File: config.mk
export PLATFORM = sky130hd
export DESIGN_NAME = i2c_reg_bridge
export DESIGN_NICKNAME = d
export VERILOG_FILES = /design/src/rtl/i2c_reg_bridge_pkg.sv /design/src/rtl/i2c_reg_bridge_sync2.sv /design/src/rtl/i2c_reg_bridge.sv
export SDC_FILE = /design/constraint.sdc
export NUM_CORES = 1
export LEC_CHECK = 0
export ABC_AREA = 1
export CAP_MARGIN = 5
export CORE_UTILIZATION = 50
export CTS_BUF_LIST = sky130_fd_sc_hd__clkbuf_4 sky130_fd_sc_hd__clkbuf_8
export DETAILED_ROUTE_END_ITERATION = 10
export HOLD_SLACK_MARGIN = 0.15
export PLACE_DENSITY_LB_ADDON = 0.25
export SLEW_MARGIN = 0
export SYNTH_ARGS = -nofsm -noshare
export SYNTH_HDL_FRONTEND = slang
export SYNTH_SLANG_ARGS = --single-unit
File: constraint.sdc
create_clock -name CLK -period 2.5 [get_ports CLK]
set_input_delay 0.25 -clock CLK [delete_from_list [all_inputs] [get_ports CLK]]
set_output_delay 0.25 -clock CLK [all_outputs]
set_load 0.05 [all_outputs]
File: src/rtl/i2c_reg_bridge_pkg.sv
// i2c_pkg: shared constants for the I2C slave to register-bank bridge.
package i2c_pkg;
    localparam logic [2:0] ST_IDLE    = 3'd0;
    localparam logic [2:0] ST_RD_WAIT = 3'd1;
    localparam logic [2:0] ST_ACKA    = 3'd2;
    localparam logic [2:0] ST_WR      = 3'd3;
    localparam logic [2:0] ST_ACKD    = 3'd4;
    localparam logic RW_WRITE = 1'b0;
    localparam logic RW_READ  = 1'b1;
    localparam logic [7:0] RD_ERR_DATA_DEF = 8'hFF;
endpackage

File: src/rtl/i2c_reg_bridge_sync2.sv
// sync2: 1-bit two-flop synchronizer with synchronous reset.
module sync2 (
    input  logic CLK,
    input  logic RST,
    input  logic D,
    output logic Q
);
    logic meta;
    always_ff @(posedge CLK) begin
        meta <= RST ? 1'b0 : D;
        Q    <= RST ? 1'b0 : meta;
    end
endmodule

File: src/rtl/i2c_reg_bridge.sv
// i2c_reg_bridge: turns I2C slave address/data handshakes into register-bank
// write strobes and timed-out read requests, releasing the SCL stall via acks.
module i2c_reg_bridge #(
    parameter int         TIMEOUT     = 64,
    parameter logic [7:0] RD_ERR_DATA = i2c_pkg::RD_ERR_DATA_DEF
) (
    input  logic       CLK,
    input  logic       RST,
    input  logic [6:0] S_ADDR,
    input  logic       S_RW,
    input  logic       S_ARDY,
    input  logic [7:0] S_ODATA,
    input  logic       S_DRDY,
    output logic [7:0] S_IDATA,
    output logic       S_ACKA_RDY,
    output logic       S_ACKD_RDY,
    output logic [6:0] REG_ADDR,
    output logic [7:0] REG_WDATA,
    output logic       REG_WE,
    output logic       REG_RE,
    input  logic [7:0] REG_RDATA,
    input  logic       REG_RVALID,
    output logic       ERR,
    input  logic       ERR_CLR
);
    import i2c_pkg::*;
    localparam int TW = $clog2(TIMEOUT + 1);
    localparam logic [TW-1:0] T_LAST = TW'(TIMEOUT - 1);
    localparam logic [TW-1:0] T_MAX  = TW'(TIMEOUT);
    logic a_s, d_s, a_q, d_q, a_rise, d_rise, rw, tmo;
    logic [2:0] state;
    logic [TW-1:0] tcnt;
    sync2 u_sync_a (.CLK(CLK), .RST(RST), .D(S_ARDY), .Q(a_s));
    sync2 u_sync_d (.CLK(CLK), .RST(RST), .D(S_DRDY), .Q(d_s));
    assign a_rise = a_s & ~a_q;
    assign d_rise = d_s & ~d_q;
    // An abort (ARDY low) outranks a timeout landing in the same cycle.
    assign tmo = (state == ST_RD_WAIT) && a_s && !REG_RVALID && (tcnt == T_LAST);
    always_ff @(posedge CLK) begin
        if (RST) begin
            a_q        <= 1'b0;
            d_q        <= 1'b0;
            state      <= ST_IDLE;
            tcnt       <= '0;
            rw         <= RW_WRITE;
            S_IDATA    <= '0;
            REG_ADDR   <= '0;
            REG_WDATA  <= '0;
            S_ACKA_RDY <= 1'b0;
            S_ACKD_RDY <= 1'b0;
            REG_WE     <= 1'b0;
            REG_RE     <= 1'b0;
            ERR        <= 1'b0;
        end else begin
            a_q    <= a_s;
            d_q    <= d_s;
            REG_WE <= 1'b0;
            REG_RE <= 1'b0;
            ERR    <= tmo | (ERR & ~ERR_CLR);
            tcnt   <= (tcnt == T_MAX) ? tcnt : tcnt + 1'b1;
            case (state)
                ST_IDLE: begin
                    if (a_rise) begin
                        REG_ADDR <= S_ADDR;
                        rw       <= S_RW;
                        tcnt     <= '0;
                        if (S_RW == RW_READ) begin
                            REG_RE <= 1'b1;
                            state  <= ST_RD_WAIT;
                        end else begin
                            S_ACKA_RDY <= 1'b1;
                            state      <= ST_ACKA;
                        end
                    end else if (d_rise) begin
                        S_ACKD_RDY <= 1'b1;
                        state      <= ST_ACKD;
                        if (rw == RW_WRITE) begin
                            REG_WDATA <= S_ODATA;
                            REG_WE    <= 1'b1;
                        end
                    end
                end
                ST_RD_WAIT: begin
                    if (!a_s) begin
                        state <= ST_IDLE;
                    end else if (REG_RVALID || tmo) begin
                        S_IDATA    <= REG_RVALID ? REG_RDATA : RD_ERR_DATA;
                        S_ACKA_RDY <= 1'b1;
                        state      <= ST_ACKA;
                    end
                end
                ST_ACKA: begin
                    if (!a_s) begin
                        S_ACKA_RDY <= 1'b0;
                        state      <= ST_IDLE;
                    end
                end
                ST_ACKD: begin
                    if (!d_s) begin
                        S_ACKD_RDY <= 1'b0;
                        state      <= ST_IDLE;
                    end
                end
                default: state <= ST_IDLE;
            endcase
        end
    end
endmodule

==> flow_metrics.env, run 1 <==
export IMPL_outcome="finished, final reports clean"
export IMPL_synthesis_area_sq_um=1760
export IMPL_fin_crit_sh=0.713
export IMPL_die_h_um=61.4
export IMPL_power_density_nw_per_um2=560
export IMPL_synth_most_common_cell="nor2_1"
export IMPL_nets=314
export IMPL_p_sw_frac=0.273
export IMPL_p_int_uw=989
export IMPL_peakVddDrop_v=0.000464
export IMPL_numCtsBuffers=5
export IMPL_yosysUniqueCellTypes=28
export IMPL_io_pins=58
export IMPL_cts_tree="done"
export IMPL_die_w_um=61.4
export IMPL_clock_sinks=45
export IMPL_cp_num_buf_inv=1
export IMPL_clockBufferDepth=2
export IMPL_synth_top_area_share=0.511
export IMPL_worstPathCellList="clkdlybuf4s50_1"
export IMPL_drtIter0Drc=57
export IMPL_wl_met2_mm=1.66
export IMPL_first_global_vias=1340
export IMPL_required_ps=2250
export IMPL_drt_pass1_iter_count=4
export IMPL_cts_resized=0
export IMPL_holdWs_ps=406
export IMPL_fmax_mhz=561
export IMPL_nFillCells=297
export IMPL_synth_edf_count=0
export IMPL_post_dp_hpwl_mm=2.70
export IMPL_viasPerCell=4.79
export IMPL_critPathLaunchType="flip-flop"
export IMPL_seqPwrFrac=0.560
export IMPL_pwr_share_comb=0.175
export IMPL_p_clk_frac=0.265
export IMPL_yosysWarningCount=0
export IMPL_finClkSkew_ps=8.44
export IMPL_power_switching_uw=371
export IMPL_wl_per_cell_um=11.2
export IMPL_grt_pass1_wl_mm=5.71
export IMPL_tns_ps=0
export IMPL_post_cts_buffers=0
export IMPL_crit_arrival_ps=1530
export IMPL_antenna_found_initial=0
export IMPL_drv_cap=0
export IMPL_met1Wirelength_mm=1.70
export IMPL_layout_drive_gt1_share=0.0887
export IMPL_maxSlewViolCount=0
export IMPL_dr_max_layer_used="met4"
export IMPL_dr_wl_met3_um=275
export IMPL_die_area_sq_um=3770
export IMPL_areaGrowthSynthToFinish_pct=37.8
export IMPL_synth_seq_cells=45
export IMPL_postLayoutCoreUtil=0.723
export IMPL_cp_end_kind="output port"
export IMPL_htreeDepth=2
export IMPL_synth_yosys_seq_area_share=0.511
export IMPL_final_hold_violation_count=0
export IMPL_start_util=0.525
export IMPL_worst_slew_pin_slew_ps=565
export IMPL_core_area_sq_um=3360
export IMPL_syn_num_nets=254
export IMPL_maxSlewHeadroom=0.623
export IMPL_fin_crit_ps=1780
export IMPL_slowest_stage="clkdlybuf4s50_1"
export IMPL_synth_ff_type="dfxtp_1"
export IMPL_vias=1570
export IMPL_synth_cells=222
export IMPL_clk_latency_ps=360
export IMPL_synth_commonest_cells="nor2_1 (66), dfxtp_1 (45), o21ai_0 (25)"
export IMPL_synth_area_leaders="dfxtp_1 (51%), nor2_1 (14%), o21ai_0 (7.1%), inv_1 (4.3%), nand3_1 (3.1%)"
export IMPL_cts_reportedPaths_clkPinSlew_ps=120
export IMPL_ant_nets=0
export IMPL_grt_overflow_total=0
export IMPL_wl_mm=3.69
export IMPL_cts_root_buffer="clkbuf_4"
export IMPL_setup_viol=0
export IMPL_worstSetupPathType="reg2out"
export IMPL_fp_row_count=21
export IMPL_async_flop_share=0
export IMPL_hp_class="in2reg"
export IMPL_syn_area_per_cell_sq_um=7.95
export IMPL_yosys_area_top_type="dfxtp_1"
export IMPL_track_usage=0.211
export IMPL_grt_max_degree=25
export IMPL_drcViolationCount=0
export IMPL_port_buffers=57
export IMPL_place_gp_congestion=0.820
export IMPL_crit_family="buffers and inverters"
export IMPL_antenna_cells=0
export IMPL_cts_hold_buffers=0
export IMPL_p_leak_uw=0.000946
export IMPL_rsz0062_at_grt="false"
export IMPL_cp_slowest_stage_delay_ps=810
export IMPL_crit_fanout=2
-- area by class of cell --
| cell class | instances | area [sq um] | share of cell area |
|---|---|---|---|
| multi-input combinational | 146 | 731 | 0.301 |
| clock buffer | 7 | 58.8 | 0.0242 |
| timing repair buffer | 58 | 578 | 0.238 |
| inverter | 26 | 105 | 0.0432 |
| sequential | 45 | 901 | 0.371 |
| tap | 46 | 57.6 | 0.0237 |
-- registers in the layout, indices dropped and copies added (netlist names), 3 cells and up --
signal	flops
REG_ADDR	7
S_IDATA	8
state	3
REG_WDATA	8
tcnt	7
-- metal layers --
layer  track usage  up-vias
met5             0        -
met4        0.0762        0
met3        0.0903        6
met2         0.321       43
met1         0.268      702
li1              -      819
-- path summary, 6_finish.rpt --
| kind | from | endpoint | slack (ps) | depth (start not counted) |
|---|---|---|---|---|
| worst max-delay path | S_ACKA_RDY$_SDFFE_PP0P_ | S_ACKA_RDY | 720 | 1 |
| worst min register to register | u_sync_d.meta$_SDFF_PP0_ | u_sync_d.Q$_SDFF_PP0_ | 420 | 2 |
| worst min-delay path | S_ARDY | u_sync_a.meta$_SDFF_PP0_ | 410 | 3 |
| worst max register to register | tcnt[0]$_SDFF_PP0_ | S_IDATA[3]$_SDFFE_PP0P_ | 1090 | 7 |
-- cells by family after synthesis --
logic type	share of synthesized area
AO/OA/AOI/OAI	0.109
XOR/XNOR	0.0199
adder cells (fa/ha/maj)	0.0142
buffers and inverters	0.0752
flip-flops	0.511
AND/OR/NAND/NOR	0.271
-- through the flow --
stage	setup WS [ps]	cells	total power [uW]	cell area [sq um]
2_1_floorplan	1280	222	920	1760
3_3_place_gp	859	321	1010	2370
3_5_place_dp	805	321	1020	2370
4_1_cts	704	328	1370	2430
5_1_grt	669	328	1420	2430
6_report	718	328	1360	2430
-- power groups by stage --
stage	clock network (uW)	logic, uW	registers (uW)
2_1_floorplan	0	81.6	838
3_3_place_gp	0	235	777
3_5_place_dp	0	239	778
4_1_cts	370	240	762
5_1_grt	394	259	765
6_report	360	238	762
-- layout by cell type (no fill, tap or decap), drive strengths merged --
cell / n
a21oi: 10
nand4: 2
or2: 1
nor2: 71
nand2: 14
nor3: 2
o22ai: 1
dfxtp: 45
xnor2: 1
buf: 1
nand3: 13
clkinv: 1
inv: 25
ha: 2
clkdlybuf4s50: 57
clkbuf: 7
nand3b: 1
xor2: 3
o21ai: 25
(Power assumes the default switching activity.)
==> run 2: changes to the inputs <==
--- a/config.mk
+++ b/config.mk
@@ -7,7 +7,7 @@
 export LEC_CHECK = 0
 export ABC_AREA = 1
 export CAP_MARGIN = 5
-export CORE_UTILIZATION = 50
+export CORE_UTILIZATION = 42
 export CTS_BUF_LIST = sky130_fd_sc_hd__clkbuf_4 sky130_fd_sc_hd__clkbuf_8
 export DETAILED_ROUTE_END_ITERATION = 10
 export HOLD_SLACK_MARGIN = 0.15
==> constraint.sdc (replaced) <==
create_clock -name CLK -period 1.55 [get_ports CLK]
set_input_delay 0.155 -clock CLK [delete_from_list [all_inputs] [get_ports CLK]]
set_output_delay 0.155 -clock CLK [all_outputs]
set_load 0.05 [all_outputs]
==> run 2 against run 1 <==
Core utilization decreased by 12 points; cell area decreased by 0.15%; worst setup slack got worse by 550 ps; routed wire length decreased by 1.8%; power increased by 85%; global-route usage decreased by 3.1 points; sequential power increased by 61%; clock power increased to 2.6 times the previous value; flip-flop and latch count unchanged; hold slack got worse by 43 ps.
==> flow_metrics.env, run 2 (synthesized netlist as in run 1, its figures left out) <==
export IMPL_antenna_cells=0
export IMPL_grt_overflow_total=0
export IMPL_wl_mm=3.62
export IMPL_fin_crit_sh=0.891
export IMPL_post_cts_buffers=0
export IMPL_areaGrowthSynthToFinish_pct=37.6
export IMPL_crit_fanout=11
export IMPL_fp_row_count=23
export IMPL_p_int_uw=1900
export IMPL_die_h_um=66.8
export IMPL_critPathLaunchType="flip-flop"
export IMPL_drcViolationCount=0
export IMPL_place_gp_congestion=0.791
export IMPL_peakVddDrop_v=0.000575
export IMPL_required_ps=1780
export IMPL_crit_arrival_ps=1610
export IMPL_io_pins=58
export IMPL_clockBufferDepth=2
export IMPL_wl_per_cell_um=10.9
export IMPL_hp_class="in2reg"
export IMPL_port_buffers=57
export IMPL_rsz0062_at_grt="false"
export IMPL_layout_commonest_cell="nor2_1"
export IMPL_die_w_um=66.8
export IMPL_fmax_mhz=724
export IMPL_tns_ps=0
export IMPL_post_dp_hpwl_mm=2.65
export IMPL_maxSlewHeadroom=0.636
export IMPL_first_global_vias=1360
export IMPL_clock_sinks=45
export IMPL_drt_pass1_iter_count=4
export IMPL_ant_nets=0
export IMPL_layout_drive_gt1_share=0.191
export IMPL_seqPwrFrac=0.487
export IMPL_grt_max_degree=25
export IMPL_cts_resized=0
export IMPL_setup_viol=0
export IMPL_maxSlewViolCount=0
export IMPL_nFillCells=373
export IMPL_htreeDepth=2
export IMPL_core_area_sq_um=4030
export IMPL_p_total_uw=2520
export IMPL_cts_tree="done"
export IMPL_p_clk_frac=0.365
export IMPL_worstSetupPathType="reg2reg"
export IMPL_drtIter0Drc=107
export IMPL_finClkSkew_ps=5.82
export IMPL_grt_pass1_wl_mm=5.88
export IMPL_cts_reportedPaths_clkPinSlew_ps=80
export IMPL_track_usage=0.180
export IMPL_layout_common_cells="nor2_1 (66), dfxtp_1 (45), clkdlybuf4s50_1 (29), buf_4 (29), o21ai_0 (25)"
export IMPL_fin_crit_ps=1380
export IMPL_power_density_nw_per_um2=1040
export IMPL_numCtsBuffers=5
export IMPL_reg_top3="REG_WDATA: 8 flops, S_IDATA: 8 flops"
export IMPL_cp_end_kind="flip-flop"
export IMPL_power_switching_uw=626
export IMPL_viasPerCell=4.69
export IMPL_pwr_share_comb=0.148
export IMPL_antenna_found_initial=0
export IMPL_cts_root_buffer="clkbuf_8"
export IMPL_p_leak_uw=0.00103
export IMPL_drv_cap=0
export IMPL_start_util=0.438
export IMPL_p_sw_frac=0.248
export IMPL_clk_latency_ps=290
export IMPL_final_hold_violation_count=0
export IMPL_outcome="finished, final reports clean"
export IMPL_worst_slew_pin_slew_ps=546
export IMPL_cts_hold_buffers=0
export IMPL_nets=314
export IMPL_vias=1561
export IMPL_die_area_sq_um=4460
run 2: cell count changes in the layout (fill, tap and decap cells not counted):
cell             before  now
clkbuf_4              6    1
bufinv_16             0    1
buf_4                 1   29
clkdlybuf4s50_1      57   29
clkbuf_8              1    6
run 2: power by group through the flow:
stage	Combinational [uW]	Sequential, uW	Clock, uW
after floorplan	132	1350	0
after global placement	371	1260	0
after detailed placement	375	1260	0
after CTS	376	1230	938
after global routing	409	1240	989
final	373	1230	920
run 2: cell type report:
cell class              count  area [sq um]  share of cell area
repair buffers             58           508               0.209
clock buffers               7          90.1              0.0371
well taps                  50          62.6              0.0258
inverters                  26           105              0.0433
multi-input cells         146           731               0.301
flip-flops and latches     45           901               0.371
clock inverters             1          30.0              0.0124
run 2: path summary, 6_finish.rpt:
check / from / to / depth (start not counted) / slack (ps)
worst max-delay path: state[0]$_SDFFE_PP0P_ / S_ACKD_RDY$_SDFFE_PP0P_ / 7 / 170
worst min-delay path: S_DRDY / u_sync_d.meta$_SDFF_PP0_ / 3 / 360
worst max register to register: state[0]$_SDFFE_PP0P_ / S_ACKD_RDY$_SDFFE_PP0P_ / 7 / 170
worst min register to register: u_sync_d.meta$_SDFF_PP0_ / u_sync_d.Q$_SDFF_PP0_ / 2 / 410
run 2: worst max-delay path, stage by stage, from the launching register on:
cell and delay [ps]:
dfxtp_1 360, nor2_2 190, nand2_2 120, nor2_4 270, a21oi_1 100, nand3_1 90
nand2_1 50, a21oi_1 120
run 2: per-stage QoR:
step,instance area [sq um],utilization,worst slack [ps],std cells,hold slack (ps)
global placement,2310,0.573,175,325,397
CTS,2430,0.602,173,333,362
detailed placement,2310,0.573,137,325,400
finish,2430,0.602,168,333,363
global route,2430,0.602,3.01,333,363
floorplan,1760,-,334,222,262
run 2: metal layers:
metal | track usage | routed length (um)
met2 | 0.290 | 1720
met3 | 0.0531 | 193
met4 | 0.104 | 65
met1 | 0.209 | 1650
met5 | 0 | 0
